$ cat src/rtl/mem_initiator_pkg.sv
`default_nettype none
// ============================================================================
// Module      : mem_initiator_pkg
// Description : Shared types and helpers for the memory-protocol initiator.
//               Holds the FSM state encoding and the function that sizes the
//               rvalid timeout counter.
// Revision    : 1.0 - initial release
// ============================================================================
package mem_initiator_pkg;

  // Transaction phases: accept command, hold request until granted,
  // wait for rvalid, present response until consumed.
  typedef enum logic [1:0] {
    IDLE = 2'd0,
    REQ  = 2'd1,
    WAIT = 2'd2,
    RESP = 2'd3
  } state_t;

  // Counter must be able to hold TIMEOUT_CYCLES itself so it can saturate there.
  function automatic int timeout_cnt_width(input int timeout_cycles);
    return $clog2(timeout_cycles + 1);
  endfunction

endpackage
`default_nettype wire

$ cat src/rtl/mem_initiator.sv
`default_nettype none
// ============================================================================
// Module      : mem_initiator
// Description : Single-outstanding bus master for the req/gnt/rvalid memory
//               protocol. Accepts one command over a valid/ready handshake,
//               issues it as a memory request, waits (bounded) for rvalid and
//               returns the result over a valid/ready response handshake.
//               Responses arriving outside the wait phase raise a sticky flag.
//
// Ports:
//   clk, rst                 clock, synchronous active-high reset
//   cmd_valid_i/cmd_ready_o  command handshake
//   cmd_addr_i/we/be/wdata   command fields, captured on handshake
//   rsp_valid_o/rsp_ready_i  response handshake
//   rsp_rdata_o, rsp_err_o   read data (0 for writes/timeouts), timeout flag
//   stray_o                  sticky: rvalid seen while not waiting for one
//   req_o, gnt_i             memory request / grant (gnt may depend on req)
//   addr_o/we_o/be_o/wdata_o registered request fields
//   rvalid_i, rdata_i        memory response
// Revision    : 1.0 - initial release
// ============================================================================
module mem_initiator
  import mem_initiator_pkg::*;
#(
  parameter int ADDR_WIDTH     = 22,
  parameter int DATA_WIDTH     = 32,
  parameter int TIMEOUT_CYCLES = 255   // must be >= 1
) (
  input  logic                    clk,
  input  logic                    rst,

  input  logic                    cmd_valid_i,
  output logic                    cmd_ready_o,
  input  logic [ADDR_WIDTH-1:0]   cmd_addr_i,
  input  logic                    cmd_we_i,
  input  logic [DATA_WIDTH/8-1:0] cmd_be_i,
  input  logic [DATA_WIDTH-1:0]   cmd_wdata_i,

  output logic                    rsp_valid_o,
  input  logic                    rsp_ready_i,
  output logic [DATA_WIDTH-1:0]   rsp_rdata_o,
  output logic                    rsp_err_o,
  output logic                    stray_o,

  output logic                    req_o,
  input  logic                    gnt_i,
  output logic [ADDR_WIDTH-1:0]   addr_o,
  output logic                    we_o,
  output logic [DATA_WIDTH/8-1:0] be_o,
  output logic [DATA_WIDTH-1:0]   wdata_o,
  input  logic                    rvalid_i,
  input  logic [DATA_WIDTH-1:0]   rdata_i
);

  localparam int                   CNT_WIDTH = timeout_cnt_width(TIMEOUT_CYCLES);
  localparam logic [CNT_WIDTH-1:0] CNT_MAX   = CNT_WIDTH'(TIMEOUT_CYCLES);
  localparam logic [CNT_WIDTH-1:0] CNT_ONE   = CNT_WIDTH'(1);

  state_t               r_state;
  logic [CNT_WIDTH-1:0] r_cnt;
  logic [CNT_WIDTH-1:0] w_cnt_next;

  // Handshake strobes depend on state only, so no input reaches an output
  // combinationally (gnt_i may legally be derived from req_o).
  assign cmd_ready_o = (r_state == IDLE);
  assign req_o       = (r_state == REQ);
  assign rsp_valid_o = (r_state == RESP);

  // Saturating increment: holds at TIMEOUT_CYCLES rather than wrapping.
  assign w_cnt_next = (r_cnt == CNT_MAX) ? r_cnt : r_cnt + CNT_ONE;

  // r_cnt is cleared on grant and counts WAIT cycles already spent, so
  // w_cnt_next is the ordinal of the current WAIT cycle. The timeout fires
  // on the TIMEOUT_CYCLES-th WAIT cycle if rvalid has not shown up by then;
  // an rvalid in that same cycle still takes priority.
  always_ff @(posedge clk) begin
    if (rst) begin
      r_state     <= IDLE;
      r_cnt       <= '0;
      addr_o      <= '0;
      we_o        <= 1'b0;
      be_o        <= '0;
      wdata_o     <= '0;
      rsp_rdata_o <= '0;
      rsp_err_o   <= 1'b0;
      stray_o     <= 1'b0;
    end else begin
      // Any response not expected right now (incl. late ones after a
      // timeout) is dropped and remembered until reset.
      if (rvalid_i && (r_state != WAIT)) begin
        stray_o <= 1'b1;
      end

      unique case (r_state)
        IDLE: begin
          if (cmd_valid_i) begin
            addr_o  <= cmd_addr_i;
            we_o    <= cmd_we_i;
            be_o    <= cmd_be_i;
            wdata_o <= cmd_wdata_i;
            r_state <= REQ;
          end
        end

        // Request is never withdrawn and has no timeout of its own.
        REQ: begin
          if (gnt_i) begin
            r_cnt   <= '0;
            r_state <= WAIT;
          end
        end

        WAIT: begin
          r_cnt <= w_cnt_next;
          if (rvalid_i) begin
            rsp_rdata_o <= we_o ? '0 : rdata_i;
            rsp_err_o   <= 1'b0;
            r_state     <= RESP;
          end else if (w_cnt_next == CNT_MAX) begin
            rsp_rdata_o <= '0;
            rsp_err_o   <= 1'b1;
            r_state     <= RESP;
          end
        end

        RESP: begin
          if (rsp_ready_i) begin
            r_state <= IDLE;
          end
        end

        default: r_state <= IDLE;
      endcase
    end
  end

endmodule
`default_nettype wire

$ cat config.mk
export PLATFORM = sky130hd
export DESIGN_NAME = mem_initiator
export DESIGN_NICKNAME = d
export VERILOG_FILES = /design/src/rtl/mem_initiator_pkg.sv /design/src/rtl/mem_initiator.sv
export SDC_FILE = /design/constraint.sdc
export NUM_CORES = 1
export LEC_CHECK = 0
export ABC_AREA = 0
export BUFFER_PORTS_ARGS = -buffer_cell sky130_fd_sc_hd__buf_2
export CAP_MARGIN = 20
export CORE_MARGIN = 5
export CORE_UTILIZATION = 35
export CTS_CLUSTER_DIAMETER = 80
export DETAILED_ROUTE_END_ITERATION = 10
export HOLD_SLACK_MARGIN = 0.12
export RECOVER_POWER = 100
export SLEW_MARGIN = 10
export SYNTH_ARGS = -nofsm -noshare
export SYNTH_HDL_FRONTEND = slang
export SYNTH_SLANG_ARGS = --single-unit
$ cat constraint.sdc
create_clock -name clk -period 2.6 [get_ports clk]
set_input_delay 0.13 -clock clk [delete_from_list [all_inputs] [get_ports clk]]
set_output_delay 0.13 -clock clk [all_outputs]
set_load 0.01 [all_outputs]
== Word-level counts from Yosys, hierarchy flattened ==
Index checks and enable logic that the tools add are counted.

* Output and inout bits: 96
* Logic and storage cells: 42
* Input bits: 97
* Bits in registers: 103

* Reduce and logical (&&, ||, !) cells: 8
* Add/subtract/negate cells: 1
* Multiplexer cells: 14
* Eq/ne operators: 10

{| class="wikitable"
|+ Operators by type and width
! operator !! number
|-
| 2-to-1 mux 32 bit || 3
|-
| == test 8 bit (second input constant) || 2
|-
| 2-to-1 mux 8 bit || 2
|-
| case mux 8 bit (2 select lines) || 1
|-
| 2-to-1 mux 2 bit || 5
|-
| adder 8 x 1 -> 8 bit (second input constant) || 1
|-
| case mux 2 bit (4 select lines) || 1
|-
| AND reduction 2 bit || 3
|-
| == test 2 bit (second input constant) || 2
|-
| != test 2 x 1 -> 1 bit (second input constant) || 2
|-
| != test 2 bit (second input constant) || 2
|-
| AND reduction 4 bit || 1
|-
| nonzero test 2 bit || 2
|-
| != test 3 bit (second input constant) || 1
|-
| == test 2 x 1 -> 1 bit (second input constant) || 1
|-
| logical NOT 2 bit || 1
|-
| 2-to-1 mux 1 bit || 2
|-
| logical AND 1 bit || 1
|}

== Logic depth before layout (Yosys ltp) ==
Gate-level depths: netlist of run 1.

* Word-level depth: 6
* Mapped depth: 8
* Mapped depth without buffers: 8

== Worst setup path after synthesis of run 1 ==
OpenSTA, ideal clock, no wires.

* Path type: register -> register
* Start: register r_cnt[0]
* End: register rsp_rdata_o[10]
* Data required time: 2483 ps
* Path buffers: 1
* Library setup time: 117 ps
* Arrival time: 1925 ps
* Path slack: 558 ps
* Cell stages (with the launch flop): 9
* Period minus slack after synthesis: 2042 ps
* Path through: dfxtp_1 > ha_1 > and2_2 > nor4b_2 > a311oi_2 > o31ai_4 > a21oi_4 > buf_6 > a22o_1

* Word-level cells in the longest chain between the ends: 5
* Elaborated cells on any way between the ends: 6
* Classes of those cells: 1 x add/sub; 2 x eq/ne; 1 x mux; 2 x reduce/logical

{| class="wikitable"
|+ Ends and longest elaborated chain
! element !! RTL line !! text
|-
| start, declared || mem_initiator.sv:60 || <nowiki>logic [CNT_WIDTH-1:0] r_cnt;</nowiki>
|-
| start signal, assigned || mem_initiator.sv:114 || <nowiki>r_cnt <= w_cnt_next;</nowiki>
|-
| adder 8 x 1 -> 8 bit / == test 8 bit (equally long branches) || mem_initiator.sv:70 || <nowiki>assign w_cnt_next = (r_cnt == CNT_MAX) ? r_cnt : r_cnt + CNT_ONE;</nowiki>
|-
| 2-to-1 mux 8 bit (*) || mem_initiator.sv:70 ||
|-
| == test 8 bit (*) || mem_initiator.sv:119 || <nowiki>end else if (w_cnt_next == CNT_MAX) begin</nowiki>
|-
| nonzero test 2 bit (no source line) (*) || - ||
|-
| AND reduction 2 bit (no source line) (*) || - ||
|-
| end signal, assigned || mem_initiator.sv:116 || <nowiki>rsp_rdata_o <= we_o ? '0 : rdata_i;</nowiki>
|-
| end, declared || mem_initiator.sv:41 || <nowiki>output logic [DATA_WIDTH-1:0] rsp_rdata_o,</nowiki>
|}

Every way passes the cells marked *; elsewhere a longest branch is shown, timed or not.
A chain may end at the register's enable or synchronous reset.

== Final worst setup path of run 1 ==
* Start: register r_cnt[0]
* End: register rsp_rdata_o[31]

The elaborated chain is that of the path after synthesis.

==> metrics.md, run 1 <==
| Metric | Value |
|---|---|
| Area growth, synth to finish | `52.7%` |
| Sum Neg Setup Slack | `0 ps` |
| Gpl congestion | `a little under 0.9` |
| Worst path top cell family by delay | `compound AO/OA/AOI/OAI gates` |
| Starting density of the core | `0.356` |
| Slew @ Worst Pin | `between 1000 and 1500 ps` |
| H-Tree Depth | `3` |
| Synth area leaders | `dfxtp_1 (54%), nand2_1 (13%), a21oi_1 (8.5%), a22o_1 (6.8%), clkbuf_1 (1.9%)` |
| Worst Setup End Kind | `flop` |
| R2r worst-path depth | `7` |
| Clk pin slew, worst setup/hold paths | `~100 ps` |
| Max-cap violations | `0` |
| Post-synth top cells | `nand2_1 (129), dfxtp_1 (103), a21oi_1 (65), a22o_1 (30), clkbuf_1 (19)` |
| WHS Endpoint | `r_state[1]$_SDFFE_PP0P_` |
| Crit path largest cell delay | `460 ps` |
| CTS sink count | `~100` |
| Syn nets | `between 500 and 600` |
| IO Pins | `about 190` |
| Most numerous cell in the Yosys netlist | `nand2_1` |
| Latest clock arrival within the worst-skew pair | `roughly 360 ps` |
| Vias after detailed routing | `4068` |
| CTS tree | `built` |
| Buf/Inv on CP | `0` |
| Avg Inst Size Synth | `just under 9 um2` |
| Synthesis-stage register bit count | `103` |
| CP Launch Type | `flop` |
| Status | `finished, final reports clean` |
| Largest net degree at the start of global routing | `60` |
| Yosys cell types | `between 40 and 50` |
| Fin crit period | `about 2400 ps` |
| Post-route ant nets | `0` |
| Die X | `approximately 110 um` |
| Synth top area share | `0.536` |
| Clock buffer depth | `2` |
| Crit-path max FO | `16` |
| Final nets | `~800` |
| Ys async rst share | `0` |
| Router iterations before antenna repair | `4` |
| Critical Path RT | `2860 ps` |
| Setup violators final | `0` |
| Ys Warns | `0` |
| DR WL/cell | `about 15 um` |
| RSZ-0062 raised after global routing | `false` |
| CTS buffer count | `9` |
| # DRC | `0` |
| RR Startpoint | `r_cnt[0]$_SDFFE_PP0P_` |
| Worst Hold Depth | `5` |
| Crit path kind | `flop to flop` |
| Post-CTS setup buffer count | `0` |
| Final hold violation count | `0` |
| Worst-path cell chain | `ha_1 > nand3_1 > nor2_1 > a2bb2oi_1 > o31ai_4 > a21oi_4 > a22o_2` |
| Final HPWL from detailed placement | `about 7800 um` |
| Port bufs | `around 190` |
| HP Start | `rsp_ready_i` |
| Vias per cell | `4.80` |
| Slowest-stage cell, CP | `dfxtp_1` |
| Cell Area, Placed | `between 4000 and 5000 um2` |
| Die Area | `roughly 13000 um2` |
| Setup Skew | `~12 ps` |
| EDFF count, synth | `0` |
| Total grt overflow | `0` |
| Core box area | `about 11000 um2` |
| Vias in the first global route | `3897` |
| Initial antenna violation count | `0` |
| WL final | `roughly 13000 um` |
| Leakage Power | `approximately 2.3 nW` |
| Total track usage | `0.179` |
| Die Ht | `about 110 um` |
| DR iter-0 viols | `309` |
| Max VDD drop | `just under 300 uV` |
| Post-Synthesis Cell Area | `3850 um2` |
| Tcrit/Tclk final | `0.930` |
| Post-synth top area cell | `dfxtp_1` |
| Pins Over Slew Limit | `0` |
| FP Rows | `38` |
| Finished layout cell area | `5870 um2` |
| Cell count after synthesis | `around 430` |
| FF-to-FF End | `rsp_rdata_o[31]$_SDFFE_PP0P_` |
| Peak Freq | `just over 400 MHz` |
| First-pass GRT wire length | `about 19000 um` |
| Critical path arrival | `about 2700 ps` |
| Hold/Removal Path Class | `primary input to flop` |
| Ratio of cells with drive above 1 in the final layout | `0.187` |
| Max_slew headroom | `0.214` |
| Root Driver | `clkbuf_8` |
| Register area share after synthesis | `0.536` |
| Primary FF master, synth | `dfxtp_1` |
| Power Dens Cells | `689 nW/um2` |
| Flop-to-flop setup slack | `180 ps` |
[layout make-up]
cell class,instances,area (um2)
Clock buffer,11,141
Antenna cell,1,2.50
Fill cell,1000,4920
Sequential cell,103,2060
Tap cell,140,175
Clock inverter,5,45.0
Inverter,6,22.5
Timing Repair Buffer,288,1800
Multi-Input combinational cell,294,1620
[layout by cell type (no fill, tap or decap), drive strengths merged]
cell type,synthesis,final
dfxtp,103,103
nor4b,1,1
nand4,2,2
a311oi,4,4
dlygate4sd3,0,92
inv,6,10
nand3,3,3
nor2,10,10
buf,11,99
a211oi,5,5
clkinvlp,0,1
nand3b,2,2
a2bb2oi,1,1
and2,3,3
clkbuf,19,108
nor2b,1,1
nor4,1,1
a21o,1,1
o21ai,7,7
a22oi,1,1
nand2b,2,2
a21oi,66,67
a21boi,1,1
a31oi,3,3
a22o,32,32
diode,0,1
nand2,129,129
a211o,1,1
mux2i,1,1
o31ai,2,2
nor3,3,3
a221oi,2,2
ha,5,5
o221ai,1,1
and3,3,3
[sequential cells by signal, summed over array words and instances (netlist names), 2 cells and up]
register     cells
rsp_rdata_o     32
wdata_o         32
addr_o          22
r_cnt            8
be_o             4
r_state          2
[through the flow]
step	total power, mW	setup WS (ps)	cells	hold slack, ps	utilization
floorplan	2.61	558	432	230	-
global placement	3.02	123	738	346	0.452
detailed placement	3.05	51.7	738	352	0.452
CTS	4.13	33.3	846	200	0.554
global route	4.31	17.4	847	232	0.544
finish	4.05	183	848	224	0.544
[layer usage]
metal | wire (um) | global-route usage
met1 | 4990 | 0.201
met2 | 6440 | 0.321
met3 | 874 | 0.0505
met4 | 271 | 0.0681
met5 | 0 | 0
[logic make-up after synthesis]
kind of cell,count (synthesis),synth area share
AND/OR/NAND/NOR,160,0.174
AO/OA/AOI/OAI,127,0.224
flip-flops,103,0.536
buffers and inverters,36,0.0468
adder cells (fa/ha/maj),5,0.0163
multiplexers,1,0.00260
[power by group]
part / switching (mW) / internal (mW)
Combinational: 0.727 / 0.459
Clock: 0.571 / 0.393
Sequential: 0.116 / 1.78
Total: 1.41 / 2.63
[what timing repair did]
item                       4_1_cts  5_1_grt
hold buffers                    92        0
setup endpoints to repair        0       32
hold endpoints to repair        93        0
gates resized for setup          0        1
[worst min-delay path: cells and delay by family]
family,cells,cell delay [ps]
mux,1,70
compound gates,2,190
buf+inv,2,140
[worst max-delay path by stage]
stage / from / to / slack [ps] / cells after the start
2_1_floorplan: r_cnt[0]$_SDFFE_PP0P_ / rsp_rdata_o[10]$_SDFFE_PP0P_ / 560 / 8
3_5_place_dp: r_cnt[0]$_SDFFE_PP0P_ / rsp_rdata_o[0]$_SDFFE_PP0P_ / 50 / 7
6_report: r_cnt[0]$_SDFFE_PP0P_ / rsp_rdata_o[31]$_SDFFE_PP0P_ / 180 / 7
5_1_grt: r_cnt[0]$_SDFFE_PP0P_ / rsp_rdata_o[31]$_SDFFE_PP0P_ / 20 / 7
4_1_cts: r_cnt[0]$_SDFFE_PP0P_ / rsp_rdata_o[31]$_SDFFE_PP0P_ / 30 / 7
3_3_place_gp: r_cnt[0]$_SDFFE_PP0P_ / rsp_rdata_o[0]$_SDFFE_PP0P_ / 120 / 7
Power figures use the tool's default switching activity.
==> run 2: changes to the inputs <==
- RECOVER_POWER: 100 -> unset
==> run 2 against run 1 <==
Worst setup slack improved by 9.6 ps; wire length shrank 0.35%; first-iteration DRC count shrank 3.9%; critical path depth unchanged; maximum frequency increased by 0.40%; worst hold slack better by 23 ps; flip-flop and latch count stayed put; combinational power rose by 5%; sequential share of layout area shrank 0.75 points; via count decreased by 0.91%.
==> metrics.md, run 2 (same netlist as run 1, synthesis figures left out) <==
| Metric | Value |
|---|---|
| Max_slew headroom | `0.558 (was 0.214)` |
| Peak Freq | `415 MHz (was 414 MHz)` |
| Pint | `2.69 mW (was 2.63 mW)` |
| # DRC | `0 (unchanged)` |
| H-Tree Depth | `3 (unchanged)` |
| Crit path largest cell delay | `470 ps (was 460 ps)` |
| Fin crit period | `2410 ps (was 2420 ps)` |
| Total grt overflow | `0 (unchanged)` |
| Largest net degree at the start of global routing | `60 (unchanged)` |
| RSZ-0062 raised after global routing | `false (unchanged)` |
| Sw frac | `0.344 (was 0.349)` |
| Fillers | `954 (was 1000)` |
| Vias in the first global route | `3897 (unchanged)` |
| CTS tree | `built (unchanged)` |
| Clk pin slew, worst setup/hold paths | `100 ps (about the same)` |
| Core box area | `10800 um2 (unchanged)` |
| Post-layout util | `0.556 (was 0.544)` |
| Crit path from | `r_cnt[0]$_SDFFE_PP0P_ (unchanged)` |
| FF-to-FF End | `rsp_rdata_o[31]$_SDFFE_PP0P_ (unchanged)` |
| Tot Pwr | `4.10 mW (was 4.05 mW)` |
| Critical Path RT | `2860 ps (about the same)` |
| Starting density of the core | `0.356 (unchanged)` |
| R2r worst-path depth | `7 (unchanged)` |
| Vias after detailed routing | `4031 (was 4068)` |
| Worst Setup End Kind | `flop (unchanged)` |
| Non-filler cells, final | `848 (unchanged)` |
| Worst-path cell chain | `ha_1 > nand3_1 > nor2_1 > a2bb2oi_1 > o31ai_4 > a21oi_4 > a22o_2 (unchanged)` |
| Leakage Power | `2.74 nW (was 2.34 nW)` |
| Latest clock arrival within the worst-skew pair | `360 ps (about the same)` |
| Die X | `115 um (unchanged)` |
| Port bufs | `192 (unchanged)` |
| Clock buffer depth | `2 (unchanged)` |
| Post-route ant nets | `0 (unchanged)` |
| Power Dens Cells | `683 nW/um2 (was 689 nW/um2)` |
| Ratio of cells with drive above 1 in the final layout | `0.325 (was 0.187)` |
| DR iter-0 viols | `297 (was 309)` |
| Pins Over Slew Limit | `0 (unchanged)` |
| CTS sink count | `103 (unchanged)` |
| Final nets | `804 (unchanged)` |
| WL final | `12500 um (was 12600 um)` |
| Sw Pwr | `1.41 mW (about the same)` |
| Sum Neg Setup Slack | `0 ps (unchanged)` |
| Initial antenna violation count | `0 (unchanged)` |
| Setup violators final | `0 (unchanged)` |
| First-pass GRT wire length | `19100 um (unchanged)` |
| Root Driver | `clkbuf_8 (unchanged)` |
| Comb pwr share | `0.305 (was 0.293)` |
| CP Launch Type | `flop (unchanged)` |
| Setup Skew | `11.0 ps (was 12.3 ps)` |
| DR WL/cell | `14.8 um (about the same)` |
| Gpl congestion | `0.865 (unchanged)` |
| Final HPWL from detailed placement | `7810 um (unchanged)` |
| Flop pwr share | `0.461 (was 0.469)` |
| Total track usage | `0.179 (unchanged)` |
| Commonest cells after routing, fill and taps aside | `buf_2 (192), nand2_1 (128), dfxtp_1 (103) (was nand2_1 (128), dfxtp_1 (103), clkbuf_1 (97))` |
| Worst path top cell family by delay | `compound AO/OA/AOI/OAI gates (unchanged)` |
| Area growth, synth to finish | `56.1% (was 52.7%)` |
| CTS buffer count | `9 (unchanged)` |
| Status | `finished, final reports clean (unchanged)` |
| Max-cap violations | `0 (unchanged)` |
| Clock power frac | `0.234 (was 0.238)` |
| Flop-to-flop setup slack | `190 ps (was 180 ps)` |
| WHS | `248 ps (was 224 ps)` |
| Critical Path Stages | `7 (unchanged)` |
| Critical path arrival | `2660 ps (was 2680 ps)` |
| RR Startpoint | `r_cnt[0]$_SDFFE_PP0P_ (unchanged)` |
| Die Area | `13200 um2 (unchanged)` |
| Crit-path max FO | `16 (unchanged)` |
| Vias per cell | `4.75 (was 4.80)` |
| Final hold violation count | `0 (unchanged)` |
| Buf/Inv on CP | `0 (unchanged)` |
| Tcrit/Tclk final | `0.926 (was 0.930)` |
| Hold/Removal Path Class | `primary input to flop (unchanged)` |
| Crit path kind | `flop to flop (unchanged)` |
| Die Ht | `115 um (unchanged)` |
| Max VDD drop | `300 uV (was 296 uV)` |
| IO Pins | `193 (unchanged)` |
| FP Rows | `38 (unchanged)` |
| Crit path to | `rsp_rdata_o[31]$_SDFFE_PP0P_ (unchanged)` |
| Largest regs | `rsp_rdata_o (32), wdata_o (32), addr_o (22) (unchanged)` |
| DP Cell Count | `738 (unchanged)` |
| Slowest-stage cell, CP | `dfxtp_1 (unchanged)` |
| Most common cell after layout, fill and taps aside | `buf_2 (was nand2_1)` |
| Slew @ Worst Pin | `659 ps (was 1180 ps)` |
| Router iterations before antenna repair | `4 (unchanged)` |
## run 2: cell type report
type                            count  area [um2]  share of cell area
Multi-Input combinational cell    294        1630               0.272
Clock buffer                       11         141              0.0236
Timing Repair Buffer              288        1920               0.321
Antenna cell                        1        2.50            0.000417
Inverter                            6        22.5             0.00375
Tap cell                          140         175              0.0292
Sequential cell                   103        2060               0.343
Clock inverter                      5        45.0             0.00750
## run 2: worst min-delay path by stage
| stage | cells past startpoint | slack (ps) | start | endpoint |
|---|---|---|---|---|
| after detailed placement | 2 | 350 | rdata_i[15] | rsp_rdata_o[15]$_SDFFE_PP0P_ |
| after floorplan | 1 | 230 | rvalid_i | rsp_err_o$_SDFFE_PP0P_ |
| after global placement | 2 | 350 | rdata_i[26] | rsp_rdata_o[26]$_SDFFE_PP0P_ |
| after global routing | 5 | 250 | rsp_ready_i | r_state[0]$_SDFFE_PP0P_ |
| final | 5 | 250 | rsp_ready_i | r_state[0]$_SDFFE_PP0P_ |
| after CTS | 2 | 200 | rst | r_cnt[1]$_SDFFE_PP0P_ |
## run 2: worst min-delay path: cells and delay by family
kind | cells | cell delay (ps)
AOI/OAI and AO/OA | 3 | 280
buffers and inverters | 2 | 140
## run 2: metrics by stage
step	instance area (um2)	setup slack, ps
after global placement	4880	123
after detailed placement	4880	51.7
after CTS	5980	33.3
after global routing	6000	16.5
after floorplan	3850	558
final	6000	193
## run 2: layer usage
| metal | part of all wire | wire (um) | GRT usage | up-vias |
|---|---|---|---|---|
| met5 | 0 | 0 | 0 | - |
| met3 | 0.069 | 860 | 0.0505 | 18 |
| met2 | 0.51 | 6430 | 0.321 | 149 |
| li1 | - | - | - | 2022 |
| met4 | 0.021 | 262 | 0.0681 | 0 |
| met1 | 0.40 | 4990 | 0.201 | 1842 |
## run 2: power groups by stage
stage	Sequential (mW)	Clock (mW)	Combinational (mW)
6_report	1.89	0.961	1.25
5_1_grt	1.92	1.07	1.38
4_1_cts	1.89	1.00	1.24
3_5_place_dp	1.92	0	1.13
3_3_place_gp	1.92	0	1.10
2_1_floorplan	2.01	0	0.603
## run 2: repair_timing
action	in CTS	in global routing
endpoints found under the hold margin	93	0
hold buffers	92	0
setup endpoints to repair	0	32
buffers inserted	0	0
gates resized for setup	0	1
